$ cat config.mk
export PLATFORM = sky130hd
export DESIGN_NAME = fifo_wr_arbiter
export DESIGN_NICKNAME = d
export VERILOG_FILES = /design/src/rtl/fifo_wr_arbiter.sv
export SDC_FILE = /design/constraint.sdc
export NUM_CORES = 1
export LEC_CHECK = 0
export BUFFER_PORTS_ARGS = -buffer_cell sky130_fd_sc_hd__buf_2
export CORE_UTILIZATION = 45
export DETAILED_ROUTE_END_ITERATION = 16
export PLACE_DENSITY = 0.82
export REMOVE_ABC_BUFFERS = 1
export SYNTH_ARGS = -nofsm -noshare
export SYNTH_HDL_FRONTEND = slang
export SYNTH_SLANG_ARGS = --single-unit
$ cat constraint.sdc
create_clock -name clk -period 2.4 [get_ports clk]
set_input_delay 0.12 -clock clk [delete_from_list [all_inputs] [get_ports clk]]
set_output_delay 0.12 -clock clk [all_outputs]
set_load 0.005 [all_outputs]
$ cat src/rtl/fifo_wr_arbiter.sv
// Round-robin arbiter that shares one FIFO write port between N producers.
// Each grant covers one contiguous burst. A grant is released on req_last, at BURST_MAX beats, or after IDLE_TO idle cycles.
module fifo_wr_arbiter #(
  parameter int N         = 4,
  parameter int DW        = 8,
  parameter int BURST_MAX = 16,
  parameter int IDLE_TO   = 8
) (
  input  logic            clk,
  input  logic            rst,
  input  logic [N-1:0]    req_valid,
  input  logic [N*DW-1:0] req_data,
  input  logic [N-1:0]    req_last,
  output logic [N-1:0]    req_ready,
  input  logic            fifo_full,
  output logic            fifo_wr_en,
  output logic [DW-1:0]   fifo_wr_data,
  output logic [N-1:0]    grant,
  output logic            busy
);

  localparam int PW = (N > 1) ? $clog2(N) : 1;

  typedef enum logic {S_IDLE, S_BURST} state_t;

  state_t         r_state;
  logic [N-1:0]   r_grant;
  logic [PW-1:0]  r_owner;
  logic [PW-1:0]  r_rr_ptr;
  logic [7:0]     r_beat_cnt;
  logic [7:0]     r_idle_cnt;
  logic           r_busy;

  logic           w_own_valid;
  logic           w_own_last;
  logic           w_xfer;
  logic [DW-1:0]  w_own_data;
  logic           w_any;
  logic [PW-1:0]  w_pick;
  logic [N-1:0]   w_pick_oh;
  logic [PW-1:0]  w_next_ptr;
  logic [7:0]     w_beat_nxt;
  logic [7:0]     w_idle_nxt;
  logic           w_rel_xfer;
  logic           w_rel_idle;

  function automatic logic [7:0] sat_inc8(input logic [7:0] v);
    return (v == 8'hFF) ? v : v + 8'd1;
  endfunction

  // Owner view: everything is masked by the one-hot grant, so idle cycles see zeros.
  always_comb begin
    w_own_data = '0;
    for (int i = 0; i < N; i++) begin
      if (r_grant[i]) w_own_data = req_data[i*DW +: DW];
    end
  end

  assign w_own_valid  = |(req_valid & r_grant);
  assign w_own_last   = |(req_last & r_grant);
  assign w_xfer       = (r_state == S_BURST) & w_own_valid & ~fifo_full & ~rst;
  assign req_ready    = w_xfer ? r_grant : '0;
  assign fifo_wr_en   = w_xfer;
  assign fifo_wr_data = w_xfer ? w_own_data : '0;

  // Round-robin search starting at r_rr_ptr; descending k leaves the nearest hit.
  always_comb begin
    int            idx;
    logic [PW-1:0] cand;
    idx    = 0;
    cand   = '0;
    w_any  = 1'b0;
    w_pick = '0;
    for (int k = N-1; k >= 0; k--) begin
      idx  = (int'(r_rr_ptr) + k) % N;
      cand = PW'(idx);
      if (req_valid[cand]) begin
        w_any  = 1'b1;
        w_pick = cand;
      end
    end
  end

  assign w_pick_oh  = N'(1) << w_pick;
  assign w_next_ptr = (r_owner == PW'(N-1)) ? '0 : r_owner + 1'b1;
  assign w_beat_nxt = r_beat_cnt + 8'd1;
  assign w_idle_nxt = sat_inc8(r_idle_cnt);

  // A stalled owner (valid high, FIFO full) never counts toward the timeout.
  assign w_rel_xfer = w_xfer & (w_own_last | (w_beat_nxt == 8'(BURST_MAX)));
  assign w_rel_idle = (r_state == S_BURST) & ~w_own_valid & (w_idle_nxt >= 8'(IDLE_TO));

  always_ff @(posedge clk or posedge rst) begin
    if (rst) begin
      r_state    <= S_IDLE;
      r_grant    <= '0;
      r_owner    <= '0;
      r_rr_ptr   <= '0;
      r_beat_cnt <= '0;
      r_idle_cnt <= '0;
      r_busy     <= 1'b0;
    end else begin
      case (r_state)
        S_IDLE: begin
          if (w_any) begin
            r_state    <= S_BURST;
            r_grant    <= w_pick_oh;
            r_owner    <= w_pick;
            r_beat_cnt <= '0;
            r_idle_cnt <= '0;
            r_busy     <= 1'b1;
          end
        end
        S_BURST: begin
          if (w_rel_xfer || w_rel_idle) begin
            r_state    <= S_IDLE;
            r_grant    <= '0;
            r_busy     <= 1'b0;
            r_rr_ptr   <= w_next_ptr;
            r_beat_cnt <= '0;
            r_idle_cnt <= '0;
          end else if (w_xfer) begin
            r_beat_cnt <= w_beat_nxt;
            r_idle_cnt <= '0;
          end else if (!w_own_valid) begin
            r_idle_cnt <= w_idle_nxt;
          end
        end
        default: begin
          r_state <= S_IDLE;
          r_grant <= '0;
          r_busy  <= 1'b0;
        end
      endcase
    end
  end

  assign grant = r_grant;
  assign busy  = r_busy;

endmodule

* After elaboration in Yosys (flattened, before gate mapping)
Cells that the tools add are included.
** Storage, ports and cells
- Register bits :: 26
- Input port bits :: 43
- Output and inout bits :: 18
- Word-level logic and storage cells :: 88
** Operators by class
- $add $sub $neg :: 6
- $lt $le $gt $ge :: 5
- Equality and inequality tests :: 7
- Shift-type cells :: 1
- Mux-type cells :: 41
- Bitwise gates (word level) :: 13
- Reduce and logical (&&, ||, !) cells :: 8
** Operators by type and width (number)
- 2-to-1 mux 8 bit :: 12
- one-hot mux 8 bit (2 select lines) :: 2
- adder 8 x 1 -> 8 bit, second input constant :: 2
- < comparator 2 x 3 -> 1 bit, second input constant :: 4
- 2-to-1 mux 1 bit :: 12
- 2-to-1 mux 4 bit :: 3
- 2-to-1 mux 2 bit :: 5
- AND reduction 2 bit :: 5
- bitwise AND 4 bit :: 2
- binary-select mux 1 bit (select 2 bit) :: 4
- == test 8 x 5 -> 1 bit, second input constant :: 1
- == test 8 bit, second input constant :: 1
- greater-or-equal comparator 8 x 4 -> 1 bit, second input constant :: 1
- one-hot mux 4 bit (2 select lines) :: 1
- OR reduction 4 bit :: 2
- bitwise AND 1 bit :: 6
- adder 2 x 1 -> 2 bit, second input constant :: 2
- adder 2 bit, second input constant :: 2
- inequality test 4 x 2 -> 1 bit, second input constant :: 1
- NOT 1 bit :: 4
- one-hot mux 1 bit (2 select lines) :: 2
- left shift 1 x 2 -> 4 bit, first input constant :: 1
- inequality test 3 x 1 -> 1 bit, second input constant :: 1
- == test 2 bit, second input constant :: 1
- other kinds (4) :: 4

* Logic depth before layout (Yosys ltp)
Gate-level depths: netlist of the first run.
- Depth after elaboration :: 10
- Gate-level depth with buffers :: 7
- Depth with buffers taken out :: 6

* Least setup slack after synthesis of the first run
OpenSTA, ideal clock, no wires.
- Path kind :: register to register
- From :: register r_beat_cnt[5]
- To :: register r_rr_ptr[0]
- Library setup time :: 125 ps
- Arrival time :: 1755 ps
- Required time :: 2275 ps
- Setup slack :: 520 ps
- Stages on the path, launching flop included :: 6
- Buffers on the path :: 0
- Clock period less this slack :: 1880 ps
- Path through :: dfrtp_1 > or3_1 > nor3_2 > a211oi_2 > nor3b_4 > mux2_4
** On the way
- Cells in the longest elaborated chain, start to end :: 6
** RTL lines
- start: declaration :: line 30 : logic [7:0] r_beat_cnt;
- start signal: assignment :: line 123 : r_beat_cnt <= w_beat_nxt;
- adder 8 x 1 -> 8 bit :: line 86 : assign w_beat_nxt = r_beat_cnt + 8'd1;
- == test 8 x 5 -> 1 bit :: line 90 : assign w_rel_xfer = w_xfer & (w_own_last | (w_beat_nxt == 8'(BURST_MAX)));
- bitwise OR 1 bit :: line 90
- bitwise AND 1 bit :: line 90
- logical OR 1 bit :: line 115 : if (w_rel_xfer || w_rel_idle) begin
- AND reduction 2 bit (no source line)
- end signal: assignment :: line 119 : r_rr_ptr <= w_next_ptr;
- end: declaration :: line 29 : logic [PW-1:0] r_rr_ptr;
Every way passes these cells.
A chain may end at the register's enable or synchronous reset.

* Worst setup path in the final report of the first run
- From :: register r_grant[0] (netlist: grant[0])
- To :: register r_beat_cnt[4]
** On the way
- Cells in the longest elaborated chain, start to end :: 9
- Elaborated cells on any way between the ends :: 17
- Those cells by class :: 1 x eq/ne; 2 x mux; 10 x bitwise; 4 x reduce/logical
** RTL lines
- start: declaration :: line 27 : logic [N-1:0] r_grant;
- start signal: assignment :: line 107 : r_grant <= w_pick_oh;
- bitwise AND 4 bit :: line 59 : assign w_own_valid = |(req_valid & r_grant);
- OR reduction 4 bit :: line 59
- bitwise AND 1 bit (3 in series) :: line 61 : assign w_xfer = (r_state == S_BURST) & w_own_valid & ~fifo_full & ~rst;
- bitwise AND 1 bit :: line 90
- logical OR 1 bit :: line 115
- 2-to-1 mux 8 bit / inequality test 3 x 1 -> 1 bit (equally long branches)
- one-hot mux 8 bit (2 select lines) / AND reduction 2 bit (equally long branches)
Several ways; a longest one is shown, not always the timed one.

==> flow_metrics.env, run 1 <==
export IMPL_status="finished clean"
export IMPL_postSynthRegisterBits=26
export IMPL_wl_per_cell_um=14.40
export IMPL_max_slew_margin_rel_pct=34.58
export IMPL_regToRegStartpoint="grant[0]"
export IMPL_num_vias=1808
export IMPL_fin_ws_ps=292.2
export IMPL_multi_input_comb_area_um2=1086
export IMPL_yosys_cell_types_count=47
export IMPL_dp_worst_setup_slack_ps=316.7
export IMPL_cts_root_buffer_cell="sky130_fd_sc_hd__clkbuf_8"
export IMPL_post_layout_total_power_w=0.002357
export IMPL_p_clk_share_pct=15.4
export IMPL_final_setup_skew_ps=9.752
export IMPL_setup_viol=0
export IMPL_cts_made_buffers=3
export IMPL_p_int_w=0.001370
export IMPL_vias_per_cell=5.703
export IMPL_core_box_area_um2=3771
export IMPL_cp_end_kind="flop"
export IMPL_largest_net_degree_at_the_start_of_global_routing=27
export IMPL_syn_avg_cell_area_um2=8.669
export IMPL_post_synth_inst_count=210
export IMPL_power_frac_comb_pct=56.0
export IMPL_synth_top_cell_area_share_pct=35.74
export IMPL_num_antenna_cells=0
export IMPL_area_sequential_um2=650.6
export IMPL_num_rows=22
export IMPL_drc_errors=0
export IMPL_nFillCells=327
export IMPL_tritoncts_clock_tree="done"
export IMPL_tritoncts_sinks=26
export IMPL_crit_required_ps=2530
export IMPL_drt_pass1_iter_count=4
export IMPL_post_cts_resize_count=0
export IMPL_worstPathMaxFanout=9
export IMPL_net_switching_power_w=0.0009875
export IMPL_timing_worst_slew_pin_value_ps=980.2
export IMPL_critPathLaunch="grant[0]"
export IMPL_finalHoldViolCount=0
export IMPL_timing_reg2reg_worst_path_depth=5
export IMPL_route_antenna_remaining_nets=0
export IMPL_cts_htree_levels=1
export IMPL_dpl_hpwl_mm=3.520
export IMPL_post_cts_buffers=0
export IMPL_post_cts_hold_buffer_count=0
export IMPL_synth_common_cells="sky130_fd_sc_hd__dfrtp_1 (26), sky130_fd_sc_hd__a21oi_1 (19), sky130_fd_sc_hd__nor2_1 (19)"
export IMPL_setup_tns_final_ps=0
export IMPL_power_density_nw_per_um2=1053
export IMPL_port_buffer_count=60
export IMPL_crit_type="flop to flop"
export IMPL_crit_end="r_beat_cnt[4]"
export IMPL_total_leakage_power_nw=1.068
export IMPL_grt_resource_usage_total_pct=22.03
export IMPL_detailed_place_area_um2=2168
export IMPL_drt_initial_drc_count=102
export IMPL_arrival_ps=2240
export IMPL_worstSkewPairLatency_ps=280
export IMPL_r2r_slack_ps=290
export IMPL_dieHeight_um=65.61
export IMPL_maxCapViolations=0
export IMPL_finish_net_count=316
export IMPL_global_route_wire_length_before_repair_mm=7.355
export IMPL_timing_max_transition_violations_final=0
export IMPL_grt_ovfl_total=0
export IMPL_worst_hold_path_type="input port to asynchronous set/reset pin"
export IMPL_sequential_group_share_of_total_power_pct=28.7
export IMPL_cts_root_to_sink_buffers=2
export IMPL_rsz_0062_raised_after_global_routing="false"
export IMPL_number_of_global_route_vias_before_repair=1569
export IMPL_critical_path_startpoint_type="flop"
export IMPL_syn_to_final_growth_pct=23.02
export IMPL_period_minus_slack_ps=2108
export IMPL_syn_area_um2=1820
export IMPL_antenna_found_initial=0
export IMPL_yosys_top_cells_area="sky130_fd_sc_hd__dfrtp_1 (36%), sky130_fd_sc_hd__a21oi_1 (5.2%), sky130_fd_sc_hd__nor2b_1 (4.8%)"
export IMPL_synthDominantAreaCellType="sky130_fd_sc_hd__dfrtp_1"
export IMPL_synth_edff_count=0
export IMPL_post_synth_top_count_cell="sky130_fd_sc_hd__dfrtp_1"
export IMPL_dieArea_um2=4304
export IMPL_number_of_i_o_pins=61
export IMPL_starting_density_of_the_core_pct=48.27
export IMPL_synth_warning_count=0
export IMPL_worst_setup_hold_path_clk_slew_ps=90
export IMPL_irDropWorstVdd_mv=0.7063
export IMPL_post_route_standard_cell_area_excluding_fillers_um2=2240
export IMPL_asyncSetResetFlopFracSynth_pct=100.0
export IMPL_timing_final_crit_share_pct=87.82
export IMPL_final_layout_size_suffix_gt1_share_pct=30.86
export IMPL_switching_share_pct=41.89
export IMPL_timing_rr_end="r_beat_cnt[4]"
export IMPL_timing_fmax_mhz=474.4
export IMPL_die_w_um=65.61
export IMPL_routed_wire_length_mm=4.565
export IMPL_routabilityCongestion=0.9317
export IMPL_primary_ff_master_synth="sky130_fd_sc_hd__dfrtp_1"
export IMPL_yosysSeqAreaShare_pct=35.74
==> worst min-delay path by stage <==
stage	slack, ps	endpoint
floorplan	160	busy
global placement	400	r_idle_cnt[4]
detailed placement	420	r_idle_cnt[5]
CTS	110	r_idle_cnt[3]
global route	180	r_idle_cnt[1]
finish	80	r_idle_cnt[4]
==> cell type report <==
type,instances,area share [%]
Sequential cell,26,29.05
Clock inverter,1,1.341
Tap cell,48,2.682
Multi-Input combinational cell,165,48.49
Clock buffer,3,1.844
Inverter,9,1.508
Timing Repair Buffer,65,15.08
==> state kept, by name, indices dropped and copies added, names as in the netlist <==
signal,flops
r_beat_cnt,8
r_idle_cnt,8
grant,4
r_owner,2
r_rr_ptr,2
busy,1
r_state,1
==> logic make-up (layout without fill, tap and decap cells) <==
family                   count (synthesis)  after routing  synth area share (%)
AND/OR/NAND/NOR                         92             92                 27.97
AO/OA/AOI/OAI                           63             63                 25.15
flip-flops                              26             26                 35.74
buffers and inverters                   19             78                 4.605
multiplexers                             6              6                 3.986
adder cells (fa/ha/maj)                  3              3                 2.062
XOR/XNOR                                 1              1                0.4812
==> per-stage QoR <==
step                hold slack [ps]  instances  utilization, %
finish                        75.96        317           59.39
global route                  175.5        317           59.39
CTS                           111.0        317           59.39
detailed placement            416.5        313           57.50
global placement              399.0        313           57.50
floorplan                     160.0        200               -
==> per-layer routing <==
metal / track usage [%] / part of all wire, % / vias up / wire length (um)
met2: 35.95 / 51 / 36 / 2309
met4: 4.348 / 1.2 / 0 / 53
li1: - / - / 894 / -
met3: 3.819 / 3.1 / 6 / 142
met5: 0 / 0 / - / 0
met1: 30.56 / 45 / 872 / 2059
==> cell usage in the layout (no fill, tap or decap), types with 2 or more instances in the layout <==
cell type | synthesis | routed
sky130_fd_sc_hd__buf_2 | 1 | 60
sky130_fd_sc_hd__dfrtp_1 | 26 | 26
sky130_fd_sc_hd__a21oi_1 | 19 | 19
sky130_fd_sc_hd__nor2_1 | 19 | 19
sky130_fd_sc_hd__nand2_1 | 15 | 15
sky130_fd_sc_hd__nor2b_1 | 14 | 14
sky130_fd_sc_hd__nor3_1 | 11 | 11
sky130_fd_sc_hd__inv_1 | 9 | 9
sky130_fd_sc_hd__a221oi_1 | 9 | 9
sky130_fd_sc_hd__a31oi_1 | 7 | 7
sky130_fd_sc_hd__nand2b_1 | 6 | 6
sky130_fd_sc_hd__nand3_1 | 5 | 5
sky130_fd_sc_hd__and2_1 | 5 | 5
sky130_fd_sc_hd__buf_4 | 1 | 5
sky130_fd_sc_hd__and3_1 | 4 | 4
sky130_fd_sc_hd__o21ai_0 | 3 | 3
sky130_fd_sc_hd__o22ai_1 | 3 | 3
sky130_fd_sc_hd__o211ai_1 | 3 | 3
sky130_fd_sc_hd__ha_1 | 3 | 3
sky130_fd_sc_hd__clkbuf_8 | 0 | 3
sky130_fd_sc_hd__or2_2 | 2 | 2
sky130_fd_sc_hd__a22o_1 | 2 | 2
sky130_fd_sc_hd__nor4_1 | 2 | 2
sky130_fd_sc_hd__mux2i_1 | 2 | 2
sky130_fd_sc_hd__a22oi_1 | 2 | 2
sky130_fd_sc_hd__a211oi_2 | 2 | 2
sky130_fd_sc_hd__mux2_2 | 2 | 2
sky130_fd_sc_hd__nor3b_4 | 2 | 2
sky130_fd_sc_hd__a41oi_1 | 2 | 2
sky130_fd_sc_hd__mux2_4 | 2 | 2
sky130_fd_sc_hd__a21o_1 | 2 | 2
sky130_fd_sc_hd__o2bb2ai_1 | 2 | 2
sky130_fd_sc_hd__o32ai_1 | 2 | 2
==> power groups by stage <==
| stage | registers [W] | clock network, W | logic [W] |
|---|---|---|---|
| 2_1_floorplan | 0.000731 | 0 | 0.000877 |
| 5_1_grt | 0.000696 | 0.000379 | 0.00147 |
| 4_1_cts | 0.000675 | 0.000367 | 0.00132 |
| 6_report | 0.000676 | 0.000362 | 0.00132 |
| 3_3_place_gp | 0.000674 | 0 | 0.00128 |
| 3_5_place_dp | 0.000683 | 0 | 0.00132 |
==> critical path: stages, from the launching register on <==
cell                      delay, ps
sky130_fd_sc_hd__dfrtp_1        440
sky130_fd_sc_hd__a22o_1         270
sky130_fd_sc_hd__or2_1          350
sky130_fd_sc_hd__a31oi_4        310
sky130_fd_sc_hd__o31a_1         430
sky130_fd_sc_hd__a31oi_1        170
Power figures use the tool's default switching activity.
==> inputs of run 2 (changes only) <==
--- a/config.mk
+++ b/config.mk
@@ -6,6 +6,7 @@
 export NUM_CORES = 1
 export LEC_CHECK = 0
 export BUFFER_PORTS_ARGS = -buffer_cell sky130_fd_sc_hd__buf_2
+export CORE_ASPECT_RATIO = 0.6
 export CORE_UTILIZATION = 45
 export DETAILED_ROUTE_END_ITERATION = 16
 export PLACE_DENSITY = 0.82
==> constraint.sdc (replaced) <==
create_clock -name clk -period 2.3 [get_ports clk]
set_input_delay 0.115 -clock clk [delete_from_list [all_inputs] [get_ports clk]]
set_output_delay 0.115 -clock clk [all_outputs]
set_load 0.005 [all_outputs]
==> flow_metrics.env, run 2 (same netlist as run 1, synthesis figures left out) <==
export IMPL_failed_checks="DRC"
export IMPL_drc_errors=4
export IMPL_timing_rr_end="r_beat_cnt[1]"
export IMPL_timing_reg2reg_worst_path_depth=5
export IMPL_wl_per_cell_um=14.82
export IMPL_timing_fmax_mhz=467.7
export IMPL_tritoncts_sinks=26
export IMPL_critical_path_startpoint_type="flop"
export IMPL_crit_required_ps=2180
export IMPL_drt_initial_drc_count=133
export IMPL_finish_net_count=318
export IMPL_drt_pass1_iter_count=10
export IMPL_cp_end_kind="primary output"
export IMPL_cts_htree_levels=1
export IMPL_num_antenna_cells=0
export IMPL_timing_max_transition_violations_final=0
export IMPL_number_of_global_route_vias_before_repair=1485
export IMPL_worst_setup_hold_path_clk_slew_ps=100
export IMPL_largest_net_degree_at_the_start_of_global_routing=27
export IMPL_route_antenna_remaining_nets=0
export IMPL_dr_wl_met2_mm=2.087
export IMPL_r2r_slack_ps=190
export IMPL_rsz_0062_raised_after_global_routing="false"
export IMPL_commonest_non_fill_non_tap_cell_in_the_layout="sky130_fd_sc_hd__buf_2"
export IMPL_crit_buf_inv=2
export IMPL_core_box_area_um2=3765
export IMPL_timing_final_crit_share_pct=92.96
export IMPL_regToRegStartpoint="grant[0]"
export IMPL_timing_critical_path_max_delay_family="simple AND/OR/NAND/NOR gates"
export IMPL_setup_tns_final_ps=0
export IMPL_top_signal_layer_used="met4"
export IMPL_syn_to_final_growth_pct=23.92
export IMPL_worstPathMaxFanout=13
export IMPL_sequential_group_share_of_total_power_pct=28.6
export IMPL_post_layout_total_power_w=0.002475
export IMPL_total_leakage_power_nw=1.077
export IMPL_port_buffer_count=60
export IMPL_antenna_found_initial=0
export IMPL_dieHeight_um=51.27
export IMPL_period_minus_slack_ps=2138
export IMPL_crit_slowest_cell="sky130_fd_sc_hd__nor2b_1"
export IMPL_wl_met1_mm=2.431
export IMPL_global_route_wire_length_before_repair_mm=7.631
export IMPL_timing_worst_slew_pin_value_ps=697.2
export IMPL_num_vias=1840
export IMPL_power_frac_comb_pct=55.9
export IMPL_cts_made_buffers=3
export IMPL_p_clk_share_pct=15.5
export IMPL_net_switching_power_w=0.001044
export IMPL_cts_root_buffer_cell="sky130_fd_sc_hd__clkbuf_8"
export IMPL_fin_hold_ws_ps=274.2
export IMPL_dieArea_um2=4313
export IMPL_detailed_place_area_um2=2175
export IMPL_post_cts_buffers=0
export IMPL_switching_share_pct=42.19
export IMPL_power_density_nw_per_um2=1097
export IMPL_worst_hold_path_type="input port to flop"
export IMPL_max_slew_margin_rel_pct=53.43
export IMPL_critPathLaunch="grant[1]"
export IMPL_final_setup_skew_ps=6.349
export IMPL_routed_wire_length_mm=4.713
export IMPL_dpl_hpwl_mm=3.569
export IMPL_post_route_standard_cell_area_excluding_fillers_um2=2256
export IMPL_worstSkewPairLatency_ps=270
export IMPL_wl_met3_um=182
export IMPL_cpPeakStageDelay_ps=560
export IMPL_finalHoldViolCount=0
export IMPL_num_rows=17
export IMPL_number_of_i_o_pins=61
export IMPL_grt_resource_usage_total_pct=22.57
export IMPL_status="finished with violations"
export IMPL_cts_root_to_sink_buffers=2
export IMPL_path_cells="buf_4 > nor2b_1 > a221oi_1 > nor3_1 > a21oi_1 > nor2_1 > buf_2"
export IMPL_die_w_um=84.12
export IMPL_starting_density_of_the_core_pct=48.35
export IMPL_routabilityCongestion=0.7950
export IMPL_tritoncts_clock_tree="done"
export IMPL_utilization_pct=59.92
export IMPL_maxCapViolations=0
export IMPL_crit_end="fifo_wr_data[1]"
export IMPL_layout_cells_most_common_list="sky130_fd_sc_hd__buf_2 (60), sky130_fd_sc_hd__dfrtp_1 (26), sky130_fd_sc_hd__a21oi_1 (19), sky130_fd_sc_hd__nor2_1 (19), sky130_fd_sc_hd__nand2_1 (15)"
export IMPL_crit_type="flop to primary output"
export IMPL_setup_viol=0
export IMPL_grt_ovfl_total=0
export IMPL_vias_per_cell=5.786
export IMPL_final_layout_size_suffix_gt1_share_pct=31.00
export IMPL_p_int_w=0.001431
export IMPL_irDropWorstVdd_mv=0.6747
export IMPL_arrival_ps=2020
export IMPL_worstSetupPathDepth=7
-- run 2: area by class of cell --
| type | count | area [um2] |
|---|---|---|
| repair buffers | 67 | 355.3 |
| flip-flops and latches | 26 | 650.6 |
| well taps | 47 | 58.81 |
| clock inverters | 1 | 30.03 |
| multi-input cells | 165 | 1086 |
| clock buffers | 3 | 41.29 |
| inverters | 9 | 33.78 |
| fillers | 339 | 1509 |
-- run 2: worst min path at each step --
| stage | start | endpoint | slack, ps | cells past startpoint |
|---|---|---|---|---|
| floorplan | rst | busy | 160 | 1 |
| global placement | rst | r_idle_cnt[7] | 200 | 3 |
| detailed placement | rst | r_beat_cnt[1] | 210 | 3 |
| CTS | fifo_full | r_beat_cnt[5] | 280 | 5 |
| global route | fifo_full | r_beat_cnt[5] | 320 | 5 |
| finish | fifo_full | r_beat_cnt[5] | 270 | 5 |
-- run 2: worst reg2reg max path, cell delays in order (launching register included) --
cell and delay [ps]:
sky130_fd_sc_hd__dfrtp_1 460, sky130_fd_sc_hd__a22o_1 280, sky130_fd_sc_hd__or2_1 350, sky130_fd_sc_hd__a31oi_4 320
sky130_fd_sc_hd__o31a_1 420, sky130_fd_sc_hd__mux2i_1 220
-- run 2: power by group through the flow --
stage	Combinational [W]	Clock, W	Sequential [W]
floorplan	0.000915	0	0.000762
global placement	0.00133	0	0.000704
CTS	0.00138	0.000391	0.000705
global route	0.00155	0.000411	0.000730
detailed placement	0.00137	0	0.000714
finish	0.00138	0.000384	0.000708
-- run 2: what timing repair did --
item | CTS | global route
endpoints found under the hold margin | 26 | 0
resized for setup | 0 | 0
hold buffers | 1 | 0
-- run 2: per-stage QoR --
step,cells,worst slack (ps)
after detailed placement,313,223.9
final,318,161.8
after floorplan,200,242.7
after global placement,313,303.0
after global routing,318,18.04
after CTS,318,185.1
-- run 2: metal layers --
layer / up-vias / GRT usage [%]
met5: - / 0
met4: 0 / 2.586
met3: 2 / 4.523
met2: 41 / 32.65
met1: 890 / 35.15
li1: 907 / -
==> inputs of run 3 (changes only) <==
--- a/config.mk
+++ b/config.mk
@@ -5,7 +5,7 @@
 export SDC_FILE = /design/constraint.sdc
 export NUM_CORES = 1
 export LEC_CHECK = 0
-export BUFFER_PORTS_ARGS = -buffer_cell sky130_fd_sc_hd__buf_2
+export BUFFER_PORTS_ARGS = -buffer_cell sky130_fd_sc_hd__clkbuf_2
 export CORE_ASPECT_RATIO = 0.6
 export CORE_UTILIZATION = 45
 export DETAILED_ROUTE_END_ITERATION = 16
==> flow_metrics.env, run 3 (same netlist as run 1, synthesis figures left out) <==
export IMPL_post_cts_buffers=0
export IMPL_finish_net_count=318
export IMPL_min_delay_start="req_valid[2]"
export IMPL_worstSkewPairLatency_ps=270
export IMPL_crit_slowest_cell="sky130_fd_sc_hd__dfrtp_1"
export IMPL_wl_per_cell_um=14.45
export IMPL_cts_htree_levels=1
export IMPL_drt_pass1_iter_count=10
export IMPL_num_antenna_cells=0
export IMPL_layout_cells_most_common_list="sky130_fd_sc_hd__clkbuf_2 (60), sky130_fd_sc_hd__dfrtp_1 (26), sky130_fd_sc_hd__a21oi_1 (19), sky130_fd_sc_hd__nor2_1 (19), sky130_fd_sc_hd__nand2_1 (15)"
export IMPL_arrival_ps=2340
export IMPL_die_w_um=84.12
export IMPL_antenna_found_initial=0
export IMPL_syn_to_final_growth_pct=24.06
export IMPL_routed_wire_length_mm=4.596
export IMPL_timing_final_crit_share_pct=92.54
export IMPL_cp_end_kind="flop"
export IMPL_core_box_area_um2=3765
export IMPL_cpPeakStageDelay_ps=450
export IMPL_worstPathMaxFanout=9
export IMPL_worst_setup_hold_path_clk_slew_ps=100
export IMPL_dieArea_um2=4313
export IMPL_crit_buf_inv=0
export IMPL_irDropWorstVdd_mv=0.7121
export IMPL_dpl_hpwl_mm=3.545
export IMPL_routabilityCongestion=0.8008
export IMPL_dieHeight_um=51.27
export IMPL_num_rows=17
export IMPL_grt_ovfl_total=0
export IMPL_power_density_nw_per_um2=1099
export IMPL_num_vias=1814
export IMPL_vias_per_cell=5.704
export IMPL_final_layout_size_suffix_gt1_share_pct=31.37
export IMPL_timing_max_transition_violations_final=0
export IMPL_finalHoldViolCount=0
export IMPL_period_minus_slack_ps=2128
export IMPL_critical_path_startpoint_type="flop"
export IMPL_hold_end="r_beat_cnt[2]"
export IMPL_maxCapViolations=0
export IMPL_worst_hold_path_type="input port to flop"
export IMPL_starting_density_of_the_core_pct=48.35
export IMPL_grt_resource_usage_total_pct=21.83
export IMPL_port_buffer_count=60
export IMPL_global_route_wire_length_before_repair_mm=7.403
export IMPL_crit_required_ps=2510
export IMPL_route_antenna_remaining_nets=0
export IMPL_timing_worst_slew_pin_value_ps=583.1
export IMPL_fin_hold_ws_ps=280.8
export IMPL_cts_root_to_sink_buffers=2
export IMPL_crit_type="flop to flop"
export IMPL_timing_reg2reg_worst_path_depth=5
export IMPL_drc_errors=4
export IMPL_tritoncts_sinks=26
export IMPL_tritoncts_clock_tree="done"
export IMPL_post_layout_total_power_w=0.002482
export IMPL_timing_fmax_mhz=469.9
export IMPL_path_cells="a22o_1 > or2_1 > a31oi_4 > o31a_1 > mux2i_1"
export IMPL_total_leakage_power_nw=1.072
export IMPL_cts_root_buffer_cell="sky130_fd_sc_hd__clkbuf_8"
export IMPL_setup_viol=0
export IMPL_r2r_slack_ps=170
export IMPL_commonest_non_fill_non_tap_cell_in_the_layout="sky130_fd_sc_hd__clkbuf_2"
export IMPL_worstHoldPathCells=4
export IMPL_timing_critical_path_max_delay_family="compound AO/OA/AOI/OAI gates"
export IMPL_regToRegStartpoint="grant[0]"
export IMPL_drt_initial_drc_count=104
export IMPL_max_slew_margin_rel_pct=60.89
export IMPL_status="finished with violations"
export IMPL_rsz_0062_raised_after_global_routing="false"
export IMPL_failed_checks="DRC"
export IMPL_number_of_i_o_pins=61
export IMPL_number_of_global_route_vias_before_repair=1471
export IMPL_final_setup_skew_ps=8.913
export IMPL_largest_net_degree_at_the_start_of_global_routing=27
export IMPL_setup_tns_final_ps=0
export IMPL_timing_rr_end="r_beat_cnt[1]"
export IMPL_cts_made_buffers=3
[run 3: what timing repair did]
| action | CTS | global route |
|---|---|---|
| hold buffers | 1 | 0 |
| setup endpoints to repair | 0 | 1 |
| endpoints found under the hold margin | 26 | 0 |
| gates resized for setup | 0 | 1 |
[run 3: how the worst max path moves through the flow]
stage                  start             to  slack, ps  depth (start not counted)
finish              grant[0]  r_beat_cnt[1]        170                          5
global route        grant[0]  r_beat_cnt[1]         60                          5
CTS                 grant[0]  r_beat_cnt[1]        180                          5
detailed placement  grant[0]  r_beat_cnt[1]        210                          5
global placement    grant[0]  r_beat_cnt[1]        300                          5
floorplan           grant[3]    r_rr_ptr[0]        240                          5
[run 3: worst reg2reg max path, delay by kind of cell, from the launching register on]
family,cells,cell delay [ps]
AO/OA/AOI/OAI,3,1030
flip-flops,1,450
AND/OR/NAND/NOR,1,350
multiplexers,1,220
[run 3: cell type report]
class                   instances  area, um2
clock buffers                   3      41.29
well taps                      47      58.81
clock inverters                 1      30.03
flip-flops and latches         26      650.6
fillers                       337       1506
multi-input cells             165       1089
repair buffers                 67      355.3
inverters                       9      33.78
[run 3: where the power goes]
| part | internal [W] | leakage (nW) | switching (W) |
|---|---|---|---|
| logic | 0.000615 | 0.694 | 0.000774 |
| registers | 0.000583 | 0.343 | 0.000127 |
| clock network | 0.000233 | 0.0357 | 0.000150 |
[run 3: routing by layer]
layer	track usage [%]	part of all wire [%]	vias up
li1	-	-	902
met1	33.63	53	872
met2	31.15	42	38
met3	5.008	4.6	2
met4	3.161	0.26	0
met5	0	0	-
[run 3: per-stage QoR]
stage               worst slack (ps)  util (%)  cell area (um2)  instances
global placement               297.8     57.76             2175        313
finish                         171.7     59.99             2258        318
global route                   64.95     59.99             2258        318
CTS                            182.3     59.92             2256        318
floorplan                      242.7         -             1770        200
detailed placement             206.4     57.76             2175        313
